$ cat src/rtl/rail_monitor.sv
// -----------------------------------------------------------------------------
// rail_monitor
//
// Rail sensing front end for a bank of 1-bit sigma-delta isolated modulators.
// Generates the shared modulator clock. Decimates each bitstream with an
// accumulate-and-dump (sinc1) filter into DATA_W-bit codes. Checks every code
// against a per-channel window, debounces the result over consecutive samples,
// and raises sticky per-channel faults plus a summary alarm.
//
// Ports
//   sclk        in   system clock
//   rstn        in   synchronous active-low reset
//   sdat        in   [NUMCH]            modulator bitstreams, already in sclk domain
//   mclk        out                     modulator clock, 50% duty, shared
//   lo_thresh   in   [NUMCH][DATA_W]    lower window limit (inclusive valid)
//   hi_thresh   in   [NUMCH][DATA_W]    upper window limit (inclusive valid)
//   fault_clr   in   [NUMCH]            sticky fault clear pulse
//   outData     out  [NUMCH][DATA_W]    latest decimated code per channel
//   data_ready  out                     one-cycle strobe, outData updated
//   fault       out  [NUMCH]            sticky fault flags
//   alarm       out                     registered OR of fault
// -----------------------------------------------------------------------------
module rail_monitor #(
  parameter int NUMCH     = 5,
  parameter int OSR       = 256,
  parameter int DATA_W    = 8,
  parameter int MCLK_DIV  = 10,
  parameter int FAULT_CNT = 4
) (
  input  logic                          sclk,
  input  logic                          rstn,
  input  logic [NUMCH-1:0]              sdat,
  output logic                          mclk,
  input  logic [NUMCH-1:0][DATA_W-1:0]  lo_thresh,
  input  logic [NUMCH-1:0][DATA_W-1:0]  hi_thresh,
  input  logic [NUMCH-1:0]              fault_clr,
  output logic [NUMCH-1:0][DATA_W-1:0]  outData,
  output logic                          data_ready,
  output logic [NUMCH-1:0]              fault,
  output logic                          alarm
);

  // ---------------------------------------------------------------------------
  // Derived sizes
  // ---------------------------------------------------------------------------
  localparam int LOG2_OSR = $clog2(OSR);
  // One extra bit so a window of all ones (sum == OSR) does not wrap.
  localparam int ACC_W    = LOG2_OSR + 1;
  localparam int SHIFT    = LOG2_OSR - DATA_W;
  localparam int HALF_DIV = MCLK_DIV / 2;
  localparam int DIV_W    = (HALF_DIV > 1) ? $clog2(HALF_DIV) : 1;
  localparam int CNT_W    = $clog2(FAULT_CNT + 1);

  localparam logic [DIV_W-1:0]    DIV_LAST = DIV_W'(HALF_DIV - 1);
  localparam logic [LOG2_OSR-1:0] BIT_LAST = LOG2_OSR'(OSR - 1);
  localparam logic [ACC_W-1:0]    SUM_MAX  = ACC_W'(OSR - 1);
  localparam logic [CNT_W-1:0]    CNT_MAX  = CNT_W'(FAULT_CNT);

  // Clip the window sum to full scale, then drop the excess resolution.
  function automatic logic [DATA_W-1:0] to_code(input logic [ACC_W-1:0] sum);
    logic [ACC_W-1:0] clipped;
    clipped = (sum > SUM_MAX) ? SUM_MAX : sum;
    return DATA_W'(clipped >> SHIFT);
  endfunction

  // ---------------------------------------------------------------------------
  // State
  // ---------------------------------------------------------------------------
  logic [DIV_W-1:0]                div_q,       div_d;
  logic                            mclk_q,      mclk_d;
  logic [LOG2_OSR-1:0]             bit_cnt_q,   bit_cnt_d;
  logic [NUMCH-1:0][ACC_W-1:0]     acc_q,       acc_d;
  logic                            discard_q,   discard_d;
  logic [NUMCH-1:0][DATA_W-1:0]    outdata_q,   outdata_d;
  logic                            data_rdy_q,  data_rdy_d;
  logic [NUMCH-1:0][CNT_W-1:0]     cnt_q,       cnt_d;
  logic [NUMCH-1:0]                fault_q,     fault_d;
  logic                            alarm_q,     alarm_d;

  // Intermediate decode
  logic                            half_done;
  logic                            bit_strobe;
  logic                            last_bit;
  logic [NUMCH-1:0][ACC_W-1:0]     acc_sum;
  logic [NUMCH-1:0]                out_win;
  logic [NUMCH-1:0][CNT_W-1:0]     cnt_step;
  logic [NUMCH-1:0]                set_fault;

  // ---------------------------------------------------------------------------
  // Clock divider, bit strobe and sinc1 decimator
  // ---------------------------------------------------------------------------
  always_comb begin
    // NOTE: every signal written here gets a default first, so no path can
    // leave it holding its old value and synthesis never infers a latch.
    div_d      = div_q + 1'b1;
    mclk_d     = mclk_q;
    bit_cnt_d  = bit_cnt_q;
    acc_d      = acc_q;
    acc_sum    = '0;
    discard_d  = discard_q;
    outdata_d  = outdata_q;
    data_rdy_d = 1'b0;

    half_done = (div_q == DIV_LAST);
    if (half_done) begin
      div_d  = '0;
      mclk_d = ~mclk_q;
    end

    // The bit strobe is the sclk edge where the registered mclk falls.
    bit_strobe = half_done && mclk_q;
    last_bit   = bit_strobe && (bit_cnt_q == BIT_LAST);

    // OSR is a power of two, so the counter wraps to 0 by itself.
    if (bit_strobe) begin
      bit_cnt_d = bit_cnt_q + 1'b1;
    end

    for (int i = 0; i < NUMCH; i++) begin
      acc_sum[i] = acc_q[i] + ACC_W'(sdat[i]);
      if (bit_strobe) begin
        // Dump on the final bit: the captured sum already includes it, and the
        // next window starts empty so the following strobe is not lost.
        acc_d[i] = last_bit ? '0 : acc_sum[i];
      end
    end

    if (last_bit) begin
      if (discard_q) begin
        // The first window after reset may start mid-frame in the modulator;
        // drop it silently.
        discard_d = 1'b0;
      end else begin
        data_rdy_d = 1'b1;
        for (int i = 0; i < NUMCH; i++) begin
          outdata_d[i] = to_code(acc_sum[i]);
        end
      end
    end
  end

  // ---------------------------------------------------------------------------
  // Window check, debounce and sticky faults
  // ---------------------------------------------------------------------------
  always_comb begin
    cnt_d     = cnt_q;
    fault_d   = fault_q;
    out_win   = '0;
    cnt_step  = cnt_q;
    set_fault = '0;

    for (int i = 0; i < NUMCH; i++) begin
      // With lo > hi both conditions cannot fail together, so every code is
      // out of window.
      out_win[i] = (outdata_q[i] < lo_thresh[i]) || (outdata_q[i] > hi_thresh[i]);

      if (data_rdy_q) begin
        if (out_win[i]) begin
          cnt_step[i] = (cnt_q[i] == CNT_MAX) ? CNT_MAX : cnt_q[i] + 1'b1;
        end else begin
          cnt_step[i] = '0;
        end
      end

      set_fault[i] = data_rdy_q && out_win[i] && (cnt_step[i] == CNT_MAX);

      // Set beats clear so a fault arriving with a clear is never lost.
      if (set_fault[i]) begin
        fault_d[i] = 1'b1;
        cnt_d[i]   = CNT_MAX;
      end else if (fault_clr[i]) begin
        fault_d[i] = 1'b0;
        cnt_d[i]   = '0;
      end else begin
        cnt_d[i]   = cnt_step[i];
      end
    end

    alarm_d = |fault_q;
  end

  // ---------------------------------------------------------------------------
  // Registers
  // ---------------------------------------------------------------------------
  always_ff @(posedge sclk) begin
    if (!rstn) begin
      // NOTE: the accumulator array is reset along with the control state;
      // a reset mid-window must not leak a partial sum into the next code.
      div_q      <= '0;
      mclk_q     <= 1'b0;
      bit_cnt_q  <= '0;
      acc_q      <= '0;
      discard_q  <= 1'b1;
      outdata_q  <= '0;
      data_rdy_q <= 1'b0;
      cnt_q      <= '0;
      fault_q    <= '0;
      alarm_q    <= 1'b0;
    end else begin
      // NOTE: non-blocking assignments so every register samples the values
      // from before this edge, independent of statement order.
      div_q      <= div_d;
      mclk_q     <= mclk_d;
      bit_cnt_q  <= bit_cnt_d;
      acc_q      <= acc_d;
      discard_q  <= discard_d;
      outdata_q  <= outdata_d;
      data_rdy_q <= data_rdy_d;
      cnt_q      <= cnt_d;
      fault_q    <= fault_d;
      alarm_q    <= alarm_d;
    end
  end

  assign mclk       = mclk_q;
  assign outData    = outdata_q;
  assign data_ready = data_rdy_q;
  assign fault      = fault_q;
  assign alarm      = alarm_q;

endmodule

$ cat config.mk
export PLATFORM = sky130hd
export DESIGN_NAME = rail_monitor
export DESIGN_NICKNAME = d
export VERILOG_FILES = /design/src/rtl/rail_monitor.sv
export SDC_FILE = /design/constraint.sdc
export NUM_CORES = 1
export LEC_CHECK = 0
export ABC_AREA = 1
export CAP_MARGIN = 20
export CORE_ASPECT_RATIO = 1.1
export CORE_MARGIN = 4
export CORE_UTILIZATION = 57
export CTS_CLUSTER_DIAMETER = 100
export DETAILED_ROUTE_END_ITERATION = 16
export PLACE_DENSITY_LB_ADDON = 0.15
export SKIP_CTS_REPAIR_TIMING = 1
export SLEW_MARGIN = 40
export SYNTH_ARGS = -nofsm -noshare
export SYNTH_HDL_FRONTEND = slang
export SYNTH_SLANG_ARGS = --single-unit
$ cat constraint.sdc
create_clock -name sclk -period 3 [get_ports sclk]
set_input_delay 0.6 -clock sclk [delete_from_list [all_inputs] [get_ports sclk]]
set_output_delay 0.6 -clock sclk [all_outputs]
set_load 0.05 [all_outputs]
; ---- Yosys cells after proc, flatten, opt, wreduce, memory -nomap -nowiden
; Cells that the tools add are included.
[op_classes]
add_sub_neg = 12
magnitude_cmp = 15
reduce_logical = 31
n_mux = 46
n_eq_ne = 12
bitwise_logic = 3
[ops]
columns = operator, n
row1 = 3-bit 2-to-1 mux, 25
row2 = 9-bit by 1-bit adder with 9-bit output, 5
row3 = 9-bit by 8-bit > comparator with 1-bit output (second input constant), 5
row4 = 9-bit 2-to-1 mux, 5
row5 = 8-bit > comparator, 5
row6 = 8-bit less-than comparator, 5
row7 = 8-bit 2-to-1 mux, 5
row8 = 3-bit equality test (second input constant), 11
row9 = 3-bit by 1-bit adder with 3-bit output (second input constant), 6
row10 = 3-bit OR reduction, 5
row11 = 1-bit logical AND, 12
row12 = 1-bit 2-to-1 mux, 11
row13 = 2-bit nonzero test, 5
row14 = 8-bit by 1-bit adder with 8-bit output (second input constant), 1
row15 = 8-bit equality test (second input constant), 1
row16 = 1-bit logical OR, 5
row17 = 5-bit OR reduction, 1
row18 = 2-bit AND reduction, 2
row19 = 1-bit inverter, 3
row20 = 2-bit OR reduction, 1
[totals]
reg_bits = 120
word_cells = 150
in_bits = 92

; ---- Logic depth before layout (Yosys ltp)
; Gate-level depths: netlist (run 1).
[logic_depth]
word_depth = 7
depth_mapped = 16

; ---- Least setup slack after synthesis (run 1)
; No wires, ideal clock.
[synth_timing]
path_kind = input to register
start = in sdat[1]
end = reg outdata_q (netlist bit outData[11])
t_arrival_ps = 1898
path_buffers = 0
cell_stages = 9
setup_time_ps = 70
path_slack_ps = 1032
cell_sequence = ha_1 -> ha_1 -> nand2_1 -> nor2_1 -> nand4_1 -> nor2_1 -> xor2_1 -> nor2_4 -> a21oi_1
[synth_via]
elab_chain_len = 3
[synth_lines]
columns = item, line
row1 = "start, declared", 32  ; input logic [NUMCH-1:0] sdat,
row2 = 9-bit by 1-bit adder with 9-bit output *, 120  ; acc_sum[i] = acc_q[i] + ACC_W'(sdat[i]);
row3 = 9-bit by 8-bit > comparator with 1-bit output, 62  ; clipped = (sum > SUM_MAX) ? SUM_MAX : sum;
row4 = 8-bit 2-to-1 mux *, 62
row5 = "end signal, assigned", 207  ; outdata_q <= outdata_d;
row6 = "end, declared", 74  ; logic [NUMCH-1:0][DATA_W-1:0] outdata_q, outdata_d;
; Every way passes the cells marked *; elsewhere a longest branch is shown, timed or not.
; A chain may end at the register's enable or synchronous reset.

; ---- Worst setup path in the final report (run 1)
[layout_timing]
start = reg div_q[0]
end = reg acc_q[39] in the netlist's numbering
[layout_via]
elab_chain_len = 4
[layout_lines]
columns = item, line
row1 = "start, declared", 69  ; logic [DIV_W-1:0] div_q, div_d;
row2 = "start signal, assigned", 202  ; div_q <= div_d;
row3 = 3-bit equality test *, 104  ; half_done = (div_q == DIV_LAST);
row4 = 1-bit logical AND *, 111  ; bit_strobe = half_done && mclk_q;
row5 = 1-bit logical AND, 112  ; last_bit = bit_strobe && (bit_cnt_q == BIT_LAST);
row6 = 9-bit 2-to-1 mux, 124  ; acc_d[i] = last_bit ? '0 : acc_sum[i];
row7 = "end signal, assigned", 192  ; acc_q <= '0;
row8 = "end signal, assigned", 205  ; acc_q <= acc_d;
row9 = "end, declared", 72  ; logic [NUMCH-1:0][ACC_W-1:0] acc_q, acc_d;
; Marks and branches as above.

==> Implementation_results.wiki, run 1 <==
{| class="wikitable"
! Metric !! Value
|-
| Synthesis-stage register bit count || 120
|-
| Core Box Area || 12240 µm²
|-
| Number of nets still failing antenna checks after routing || 0
|-
| Top-level I/O count || 140
|-
| Endpoints failing hold || 0
|-
| CP Launch Type || flip-flop
|-
| Worst relative slew slack || 52.90%
|-
| Synthesized net count || 1195
|-
| CP Class || reg -> reg
|-
| Num Clock Sinks || 120
|-
| Die footprint || 14570 µm²
|-
| Final setup violation count || 0
|-
| Routed wire length || 17170 µm
|-
| Shortest period the worst path allows || 2.635 ns
|-
| Clock-pin slew on the worst setup and hold paths || 0.05 ns
|-
| Root cell of the clock tree || clkbuf_16
|-
| DR WL/cell || 13.12 µm
|-
| Peak supply drop || 0.0004059 V
|-
| Worst-case clock buffer depth || 2
|-
| Setup Skew || 0.009754 ns
|-
| Req. time, crit path || 3.32 ns
|-
| TritonCTS buffer count || 17
|-
| PD cells || 427.1 nW/µm²
|-
| Type of the tightest min-delay check || reg -> reg
|-
| CP Max Fanout || 24
|-
| Number of vias per cell || 5.225
|-
| Unrepaired setup endpoints after global routing || false
|-
| CP Buf/Inv Count || 3
|-
| Number of global-route vias before repair || 6604
|-
| Worst stage delay on the critical path || 0.48 ns
|-
| Layout Nets || 1333
|-
| Post-route total power || 0.003999 W
|-
| Post-Route Setup TNS || 0 ns
|-
| 1st-pass router iterations || 5
|-
| Post-DP HPWL || 12290 µm
|-
| Syn. warnings || 0
|-
| Initial DRC Count || 397
|-
| Total global routing track utilization || 23.87%
|-
| Max-cap violations || 0
|-
| Site Rows || 42
|-
| Via count of the routed design || 6839
|-
| Fill count || 932
|-
| Worst hold slack across all endpoints || 0.4601 ns
|-
| DIE HEIGHT || 126.2 µm
|-
| DRC viols || 0
|-
| Number of antenna repair diodes || 0
|-
| TritonCTS clock tree || built
|-
| Slowest cell on the critical path || nor2_2
|-
| Deepest level of the CTS H-tree || 4
|-
| Average cell area after synthesis || 7.206 µm²
|-
| Most used cell, CP || nand2_1
|-
| Effective utilization at floorplan || 59.15%
|-
| Tcrit/Tclk final || 87.83%
|-
| Category of cells accounting for the largest share of critical-path delay || simple AND/OR/NAND/NOR gates
|-
| Portion of the post-synthesis area used by sequential elements || 33.17%
|-
| Clk_lat worst skew || 0.41 ns
|-
| Post-synth design cell area || 7242 µm²
|-
| Largest net degree at the start of global routing || 55
|-
| Antenna violations before repair || 0
|-
| Data arrival time of the worst path || 2.96 ns
|-
| Total area of multi-input combinational cells || 4043 µm²
|-
| Die boundary width || 115.5 µm
|-
| Worst-margin pin slew || 0.7057 ns
|-
| Post-Syn Instances || 1005
|-
| Fmax || 379.5 MHz
|-
| Global placer's final weighted congestion || 0.8029
|-
| First-pass GRT wire length || 28880 µm
|-
| Outcome || complete, no violations
|-
| Area growth from synthesis to layout || 29.28%
|-
| Reg area || 2402 µm²
|-
| Cell chain of the critical path || inv_1 > ha_1 > nand2_1 > nor2_4 > nand4_2 > inv_1 > nand2_1 > nor2_2 > nor2_2 > nand2_1 > buf_4 > o22ai_1
|-
| Element type at the critical path end || flip-flop
|-
| Count of distinct cell types in the synthesized netlist || 33
|-
| Slew Viols, Final || 0
|-
| Total of buffers placed on input and output ports || 139
|-
| Leakage || 4.440 nW
|-
| Ratio of cells with drive above 1 in the final layout || 4.329%
|-
| Total overflow reported by the global router || 0
|}
## cells in the mapped netlist
library cell | count | share of area [%]
o22ai_1 | 25 | 2.2
dfxtp_1 | 120 | 33
clkbuf_1 | 11 | 0.57
nand4_2 | 1 | 0.17
inv_1 | 173 | 9.0
ha_1 | 98 | 17
nor3_2 | 2 | 0.28
a21boi_0 | 1 | 0.10
nor3_1 | 13 | 0.90
o21ai_1 | 15 | 1.0
nor3b_1 | 1 | 0.10
xor2_1 | 22 | 2.7
a21oi_1 | 74 | 5.1
o21a_1 | 6 | 0.62
and3_1 | 2 | 0.17
xnor2_1 | 3 | 0.36
nand4_1 | 19 | 1.6
nor2_2 | 2 | 0.17
buf_1 | 5 | 0.26
clkinv_1 | 1 | 0.052
o21ai_0 | 48 | 3.3
nor3_4 | 1 | 0.22
buf_6 | 1 | 0.16
buf_4 | 6 | 0.62
nor2_1 | 79 | 4.1
nor2_4 | 3 | 0.47
a31oi_1 | 14 | 1.2
buf_2 | 4 | 0.28
or4_1 | 1 | 0.10
a21o_1 | 5 | 0.52
inv_2 | 2 | 0.10
nand2_1 | 209 | 11
nand3_1 | 38 | 2.6
## final timing paths
path	startpoint	slack (ns)	cells past startpoint	to
setup reg to reg	div_q[0]	0.37	12	acc_q[39]
hold reg to reg	div_q[0]	0.46	1	div_q[0]
hold / removal	div_q[0]	0.46	1	div_q[0]
setup / recovery	div_q[0]	0.37	12	acc_q[39]
## cell type report
type | count | area share (%)
flip-flops and latches | 120 | 25.66
inverters | 176 | 7.056
clock inverters | 14 | 2.138
clock buffers | 17 | 4.544
well taps | 154 | 2.058
multi-input cells | 682 | 43.18
repair buffers | 146 | 15.37
## metrics by stage
step / utilization (%) / setup slack, ns / std cells / area [µm²]
after floorplan: - / 1.032 / 1005 / 7242
after global placement: 71.36 / 0.4397 / 1278 / 8737
after detailed placement: 71.36 / 0.3732 / 1278 / 8737
after CTS: 76.47 / 0.3809 / 1309 / 9363
after global routing: 76.47 / 0.1096 / 1309 / 9363
final: 76.47 / 0.3652 / 1309 / 9363
## registers in the layout, summed over array words and instances, names as in the netlist
name,cells
acc_q,45
alarm,1
bit_cnt_q,8
cnt_q,15
data_ready,1
discard_q,1
div_q,3
fault,5
mclk,1
outData,40
## where the power goes
| part | leakage, nW | internal, W | switching, W | total, W |
|---|---|---|---|---|
| clock | 0.296 | 0.00139 | 0.000738 | 0.00213 |
| combinational | 3.18 | 0.000152 | 0.000114 | 0.000266 |
| sequential | 0.967 | 0.00160 | 0.00000370 | 0.00160 |
## cell families after synthesis
logic type | after synthesis | synth area share (%)
and+or+nand+nor | 371 | 21.79
buffers and inverters | 203 | 11.01
AOI/OAI and AO/OA | 188 | 14.08
DFF | 120 | 33.17
adders and majority gates | 98 | 16.93
xor gates and xnor gates | 25 | 3.023
## cells in the final DEF, fill, tap and decap left out, types with 3 or more instances in the layout
cell / instances
a21o_1: 5
a21oi_1: 74
a31oi_1: 14
buf_4: 7
bufinv_16: 4
clkbuf_16: 17
clkdlybuf4s50_1: 138
clkinv_4: 4
clkinvlp_4: 3
dfxtp_1: 120
ha_1: 98
inv_1: 173
nand2_1: 209
nand3_1: 38
nand4_1: 19
nor2_1: 79
nor2_4: 3
nor3_1: 13
o21a_1: 6
o21ai_0: 48
o21ai_1: 15
o22ai_1: 25
xnor2_1: 3
xor2_1: 22
## layer usage
| metal | vias up | global-route usage, % | routed length (µm) |
|---|---|---|---|
| met3 | 34 | 5.086 | 949 |
| met1 | 3081 | 26.98 | 7008 |
| met4 | 0 | 6.768 | 338 |
| li1 | 3556 | - | - |
| met5 | - | 0 | 0 |
| met2 | 168 | 44.41 | 8870 |
(Power assumes the default switching activity.)
==> run 2, diff against run 1 <==
--- a/config.mk
+++ b/config.mk
@@ -6,10 +6,9 @@
 export NUM_CORES = 1
 export LEC_CHECK = 0
 export ABC_AREA = 1
-export CAP_MARGIN = 20
 export CORE_ASPECT_RATIO = 1.1
 export CORE_MARGIN = 4
-export CORE_UTILIZATION = 57
+export CORE_UTILIZATION = 53
 export CTS_CLUSTER_DIAMETER = 100
 export DETAILED_ROUTE_END_ITERATION = 16
 export PLACE_DENSITY_LB_ADDON = 0.15
==> constraint.sdc (replaced) <==
create_clock -name sclk -period 2.9 [get_ports sclk]
set_input_delay 0.58 -clock sclk [delete_from_list [all_inputs] [get_ports sclk]]
set_output_delay 0.58 -clock sclk [all_outputs]
set_load 0.05 [all_outputs]
==> run 2 against run 1 <==
- total power rose by 4.1%
- die area rose by 7.0%
- fmax rose by 15%
- clock skew barely moved
- via count fell by 1.3%
- largest power group unchanged
- highest routed layer unchanged
==> Implementation_results.wiki, run 2 (synthesis gave the netlist of run 1 again) <==
{| class="wikitable"
! Metric !! Value
|-
| Worst hold slack across all endpoints || 0.4562 ns
|-
| Total global routing track utilization || 22.20%
|-
| Worst relative slew slack || 53.17%
|-
| Global placer's final weighted congestion || 0.8106
|-
| Max FFs per register || 45
|-
| Req. time, crit path || 3.24 ns
|-
| Worst-margin pin slew || 0.7016 ns
|-
| Peak supply drop || 0.0004263 V
|-
| PD cells || 442.1 nW/µm²
|-
| CP Max Fanout || 18
|-
| Leading cell type in the layout, fill and taps excluded || nand2_1
|-
| DIE HEIGHT || 130.6 µm
|-
| Antenna violations before repair || 0
|-
| CP Launch Type || flip-flop
|-
| Post-DP HPWL || 12470 µm
|-
| First-pass GRT wire length || 28710 µm
|-
| Placement-stage worst setup slack || 0.2711 ns
|-
| Unrepaired setup endpoints after global routing || false
|-
| Setup Skew || 0.009923 ns
|-
| Area growth from synthesis to layout || 29.98%
|-
| Final setup violation count || 0
|-
| Max-cap violations || 0
|-
| Num Clock Sinks || 120
|-
| Shortest period the worst path allows || 2.283 ns
|-
| Clk_lat worst skew || 0.41 ns
|-
| Leakage || 4.447 nW
|-
| Worst Setup EP || acc_q[10]
|-
| End of the worst register-to-register path || acc_q[10]
|-
| Fmax || 437.9 MHz
|-
| Start of the worst register-to-register path || div_q[0]
|-
| Highest-count cells in the layout ignoring fill and taps || 209 x nand2_1, 173 x inv_1, 138 x clkdlybuf4s50_1
|-
| Data arrival time of the worst path || 2.62 ns
|-
| Total overflow reported by the global router || 0
|-
| 1st-pass router iterations || 5
|-
| Root cell of the clock tree || clkbuf_16
|-
| Routed wire length || 16980 µm
|-
| DR WL/cell || 12.66 µm
|-
| Number of vias per cell || 5.036
|-
| Post-Route Setup TNS || 0 ns
|-
| Deepest level of the CTS H-tree || 4
|-
| Number of cells on the worst reg-to-reg path || 12
|-
| Post-route setup slack || 0.6166 ns
|-
| Largest register by flop count || acc_q
|-
| Die footprint || 15600 µm²
|-
| Slew Viols, Final || 0
|-
| Site Rows || 44
|-
| Ratio of cells with drive above 1 in the final layout || 4.408%
|-
| Core Box Area || 13270 µm²
|-
| Number of global-route vias before repair || 6527
|-
| TritonCTS clock tree || built
|-
| Tcrit/Tclk final || 78.74%
|-
| Type of the tightest min-delay check || reg -> reg
|-
| Number of nets still failing antenna checks after routing || 0
|-
| Initial DRC Count || 518
|-
| Effective utilization at floorplan || 54.58%
|-
| Element type at the critical path end || flip-flop
|-
| Number of antenna repair diodes || 0
|-
| DRC viols || 0
|-
| Die boundary width || 119.5 µm
|-
| Setup slack on the worst flop-to-flop path || 0.62 ns
|-
| TritonCTS buffer count || 17
|-
| Clock-pin slew on the worst setup and hold paths || 0.06 ns
|-
| Worst-case clock buffer depth || 2
|-
| Layout Nets || 1334
|-
| Top-level I/O count || 140
|-
| Total of buffers placed on input and output ports || 139
|-
| Via count of the routed design || 6753
|-
| Outcome || complete, no violations
|-
| Endpoints failing hold || 0
|-
| Largest net degree at the start of global routing || 46
|-
| CP Class || reg -> reg
|-
| Launching element of the worst setup path || div_q[0]
|}
-- run 2: cell types whose count changed in the layout (fill, tap and decap cells not counted) --
cell / delta
clkinv_4: -3
clkbuf_8: +2
clkinv_2: +2
inv_6: -2
buf_4: +1
clkbuf_1: +1
clkinvlp_4: +1
-- run 2: report_power, final --
part,total (W),internal (W),switching [W],leakage [nW]
Combinational,0.000273,0.000156,0.000117,3.18
Sequential,0.00166,0.00166,0.00000390,0.967
Clock,0.00223,0.00148,0.000752,0.298
-- run 2: per-stage QoR --
step	total power, W	utilization [%]	instance area, µm²	std cells
final	0.004162	70.94	9413	1341
after global routing	0.004305	70.94	9413	1341
after CTS	0.004192	70.94	9413	1341
after detailed placement	0.001965	66.19	8782	1309
after global placement	0.001962	66.19	8782	1309
after floorplan	0.001814	-	7242	1005
-- run 2: worst min path at each step --
stage,depth (start not counted),start,to
floorplan,1,div_q[0],div_q[0]
global placement,1,div_q[0],div_q[0]
detailed placement,1,div_q[0],div_q[0]
CTS,1,div_q[0],div_q[0]
global route,1,div_q[0],div_q[0]
finish,1,div_q[0],div_q[0]
-- run 2: worst max-delay path, stage by stage, from the launching register on --
cell	delay (ns)
dfxtp_1	0.36
inv_1	0.06
ha_1	0.18
nand2_1	0.14
nor2_4	0.08
nand4_2	0.13
inv_1	0.07
nand2_1	0.09
nor2_2	0.06
nor2_2	0.48
nand2_1	0.14
buf_4	0.24
o21ai_0	0.15
-- run 2: area by class of cell --
class	instances	area, µm²
multi-input combinational	682	4043
fill	1142	3855
sequential	120	2402
timing repair buffer	147	1446
inverter	176	660.6
clock buffer	20	456.7
tap	184	230.2
clock inverter	12	173.9
-- run 2: routing by layer --
| layer | global-route usage, % | vias up | part of all wire, % |
|---|---|---|---|
| li1 | - | 3562 | - |
| met1 | 26.50 | 3023 | 44 |
| met2 | 40.19 | 142 | 50 |
| met3 | 4.950 | 26 | 4.3 |
| met4 | 6.739 | 0 | 1.7 |
| met5 | 0 | - | 0 |
==> run 3, diff against run 2 <==
==> constraint.sdc (replaced) <==
create_clock -name sclk -period 2.2 [get_ports sclk]
set_input_delay 0.44 -clock sclk [delete_from_list [all_inputs] [get_ports sclk]]
set_output_delay 0.44 -clock sclk [all_outputs]
set_load 0.05 [all_outputs]
==> run 3 against run 2 <==
- cell area increased by 2.3%
- routed wire length shrank 0.55%
- largest cell class unchanged
- die area did not move
- critical path depth fell by 11
- via count up 0.59%
- global-route usage decreased by 0.29 points
- critical path type is now reg -> out
- utilization increased by 1.6 points
==> Implementation_results.wiki, run 3 (synthesis gave the netlist of run 1 again) <==
{| class="wikitable"
! Metric !! Value
|-
| Die footprint || 15600 µm²
|-
| Worst hold path stage count || 3
|-
| Worst Setup EP || outData[5]
|-
| Fmax || 471.9 MHz
|-
| Setup Skew || 0.005340 ns
|-
| CP Class || reg -> out
|-
| Layout Nets || 1363
|-
| Worst stage delay on the critical path || 0.84 ns
|-
| Number of antenna repair diodes || 0
|-
| Fill count || 1077
|-
| CP Max Fanout || 4
|-
| Num Clock Sinks || 120
|-
| DIE HEIGHT || 130.6 µm
|-
| Core Box Area || 13270 µm²
|-
| Top-level I/O count || 140
|-
| Launching element of the worst setup path || outData[5]
|-
| Slowest cell on the critical path || clkdlybuf4s50_1
|-
| Unrepaired setup endpoints after global routing || false
|-
| Post-Route Setup TNS || 0 ns
|-
| Deepest level of the CTS H-tree || 4
|-
| Effective utilization at floorplan || 54.58%
|-
| Worst-margin pin slew || 0.5160 ns
|-
| Outcome || complete, no violations
|-
| Leading cell type in the layout, fill and taps excluded || nand2_1
|-
| Post-route setup slack || 0.08095 ns
|-
| Placed cell count || 1335
|-
| First-pass GRT wire length || 28370 µm
|-
| Clk_lat worst skew || 0.41 ns
|-
| Total of buffers placed on input and output ports || 139
|-
| CP Launch Type || flip-flop
|-
| Highest-count cells in the layout ignoring fill and taps || 208 x nand2_1, 173 x inv_1, 136 x clkdlybuf4s50_1
|-
| Setup slack on the worst flop-to-flop path || 0.26 ns
|-
| Total global routing track utilization || 21.92%
|-
| Cell chain of the critical path || clkdlybuf4s50_1
|-
| Total area of multi-input combinational cells || 4045 µm²
|-
| Ratio of cells with drive above 1 in the final layout || 6.520%
|-
| Global placer's final weighted congestion || 0.8564
|-
| Number of cells on the worst reg-to-reg path || 12
|-
| Placement-stage worst setup slack || -0.1407 ns
|-
| Number of nets still failing antenna checks after routing || 0
|-
| DRC viols || 0
|-
| PD cells || 546.7 nW/µm²
|-
| Initial DRC Count || 381
|-
| 1st-pass router iterations || 4
|-
| Max-cap violations || 0
|-
| Cell Area, Placed || 9025 µm²
|-
| Number of vias per cell || 4.977
|-
| Largest register by flop count || acc_q
|-
| CP Buf/Inv Count || 1
|-
| Number of global-route vias before repair || 6483
|-
| Req. time, crit path || 1.76 ns
|-
| Tcrit/Tclk final || 96.32%
|-
| Area growth from synthesis to layout || 32.96%
|-
| Worst relative slew slack || 65.49%
|-
| DR WL/cell || 12.37 µm
|-
| Site Rows || 44
|-
| Post-route total power || 0.005264 W
|-
| Routed wire length || 16880 µm
|-
| Final setup violation count || 0
|-
| Element type at the critical path end || primary output
|-
| Final cell count without fillers || 1365
|-
| End of the worst register-to-register path || acc_q[4]
|-
| Slew Viols, Final || 0
|-
| Worst-case clock buffer depth || 2
|-
| Leakage || 4.621 nW
|-
| Endpoints failing hold || 0
|-
| Via count of the routed design || 6793
|-
| Reg area || 2402 µm²
|-
| TritonCTS clock tree || built
|-
| Root cell of the clock tree || clkbuf_16
|-
| Largest net degree at the start of global routing || 55
|-
| Start of the worst register-to-register path || div_q[0]
|-
| Clock-pin slew on the worst setup and hold paths || 0.05 ns
|-
| Antenna violations before repair || 0
|-
| Peak supply drop || 0.0005161 V
|-
| Data arrival time of the worst path || 1.68 ns
|-
| Final non-filler cell area || 9629 µm²
|-
| Shortest period the worst path allows || 2.119 ns
|-
| Type of the tightest min-delay check || in -> reg
|-
| Total overflow reported by the global router || 0
|-
| Die boundary width || 119.5 µm
|-
| TritonCTS buffer count || 17
|-
| Post-DP HPWL || 12670 µm
|-
| Category of cells accounting for the largest share of critical-path delay || buffers and inverters
|-
| Max FFs per register || 45
|-
| Number of gates on the worst path with buffers counted || 1
|}
-- run 3: metrics by stage --
| stage | util [%] | hold slack [ns] |
|---|---|---|
| 6_report | 72.58 | 0.4468 |
| 4_1_cts | 72.37 | 0.4316 |
| 3_5_place_dp | 68.02 | 0.4566 |
| 3_3_place_gp | 68.02 | 0.4317 |
| 2_1_floorplan | - | 0.4173 |
| 5_1_grt | 72.58 | 0.4587 |
-- run 3: cell type report --
| type | instances | area share, % |
|---|---|---|
| sequential | 120 | 24.95 |
| inverter | 176 | 6.861 |
| clock buffer | 24 | 5.314 |
| multi-input combinational | 682 | 42.01 |
| timing repair buffer | 176 | 17.80 |
| tap | 184 | 2.391 |
| clock inverter | 3 | 0.6757 |
-- run 3: worst min path at each step --
| stage | startpoint | endpoint | slack, ns |
|---|---|---|---|
| global placement | div_q[0] | div_q[0] | 0.43 |
| floorplan | div_q[0] | div_q[0] | 0.42 |
| finish | rstn | bit_cnt_q[6] | 0.45 |
| global route | rstn | bit_cnt_q[6] | 0.46 |
| detailed placement | fault[0] | fault[0] | 0.46 |
| CTS | rstn | bit_cnt_q[6] | 0.43 |
-- run 3: metal layers --
metal	track usage, %	share of wire (%)
met2	40.43	50
met5	0	0
met3	4.434	4.5
met4	7.480	1.5
met1	25.50	44
-- run 3: where the power goes --
part	switching, W	internal (W)	total, W
clock network	0.000895	0.00181	0.00271
registers	0.00000465	0.00218	0.00219
logic	0.000155	0.000214	0.000369
total	0.00105	0.00421	0.00526
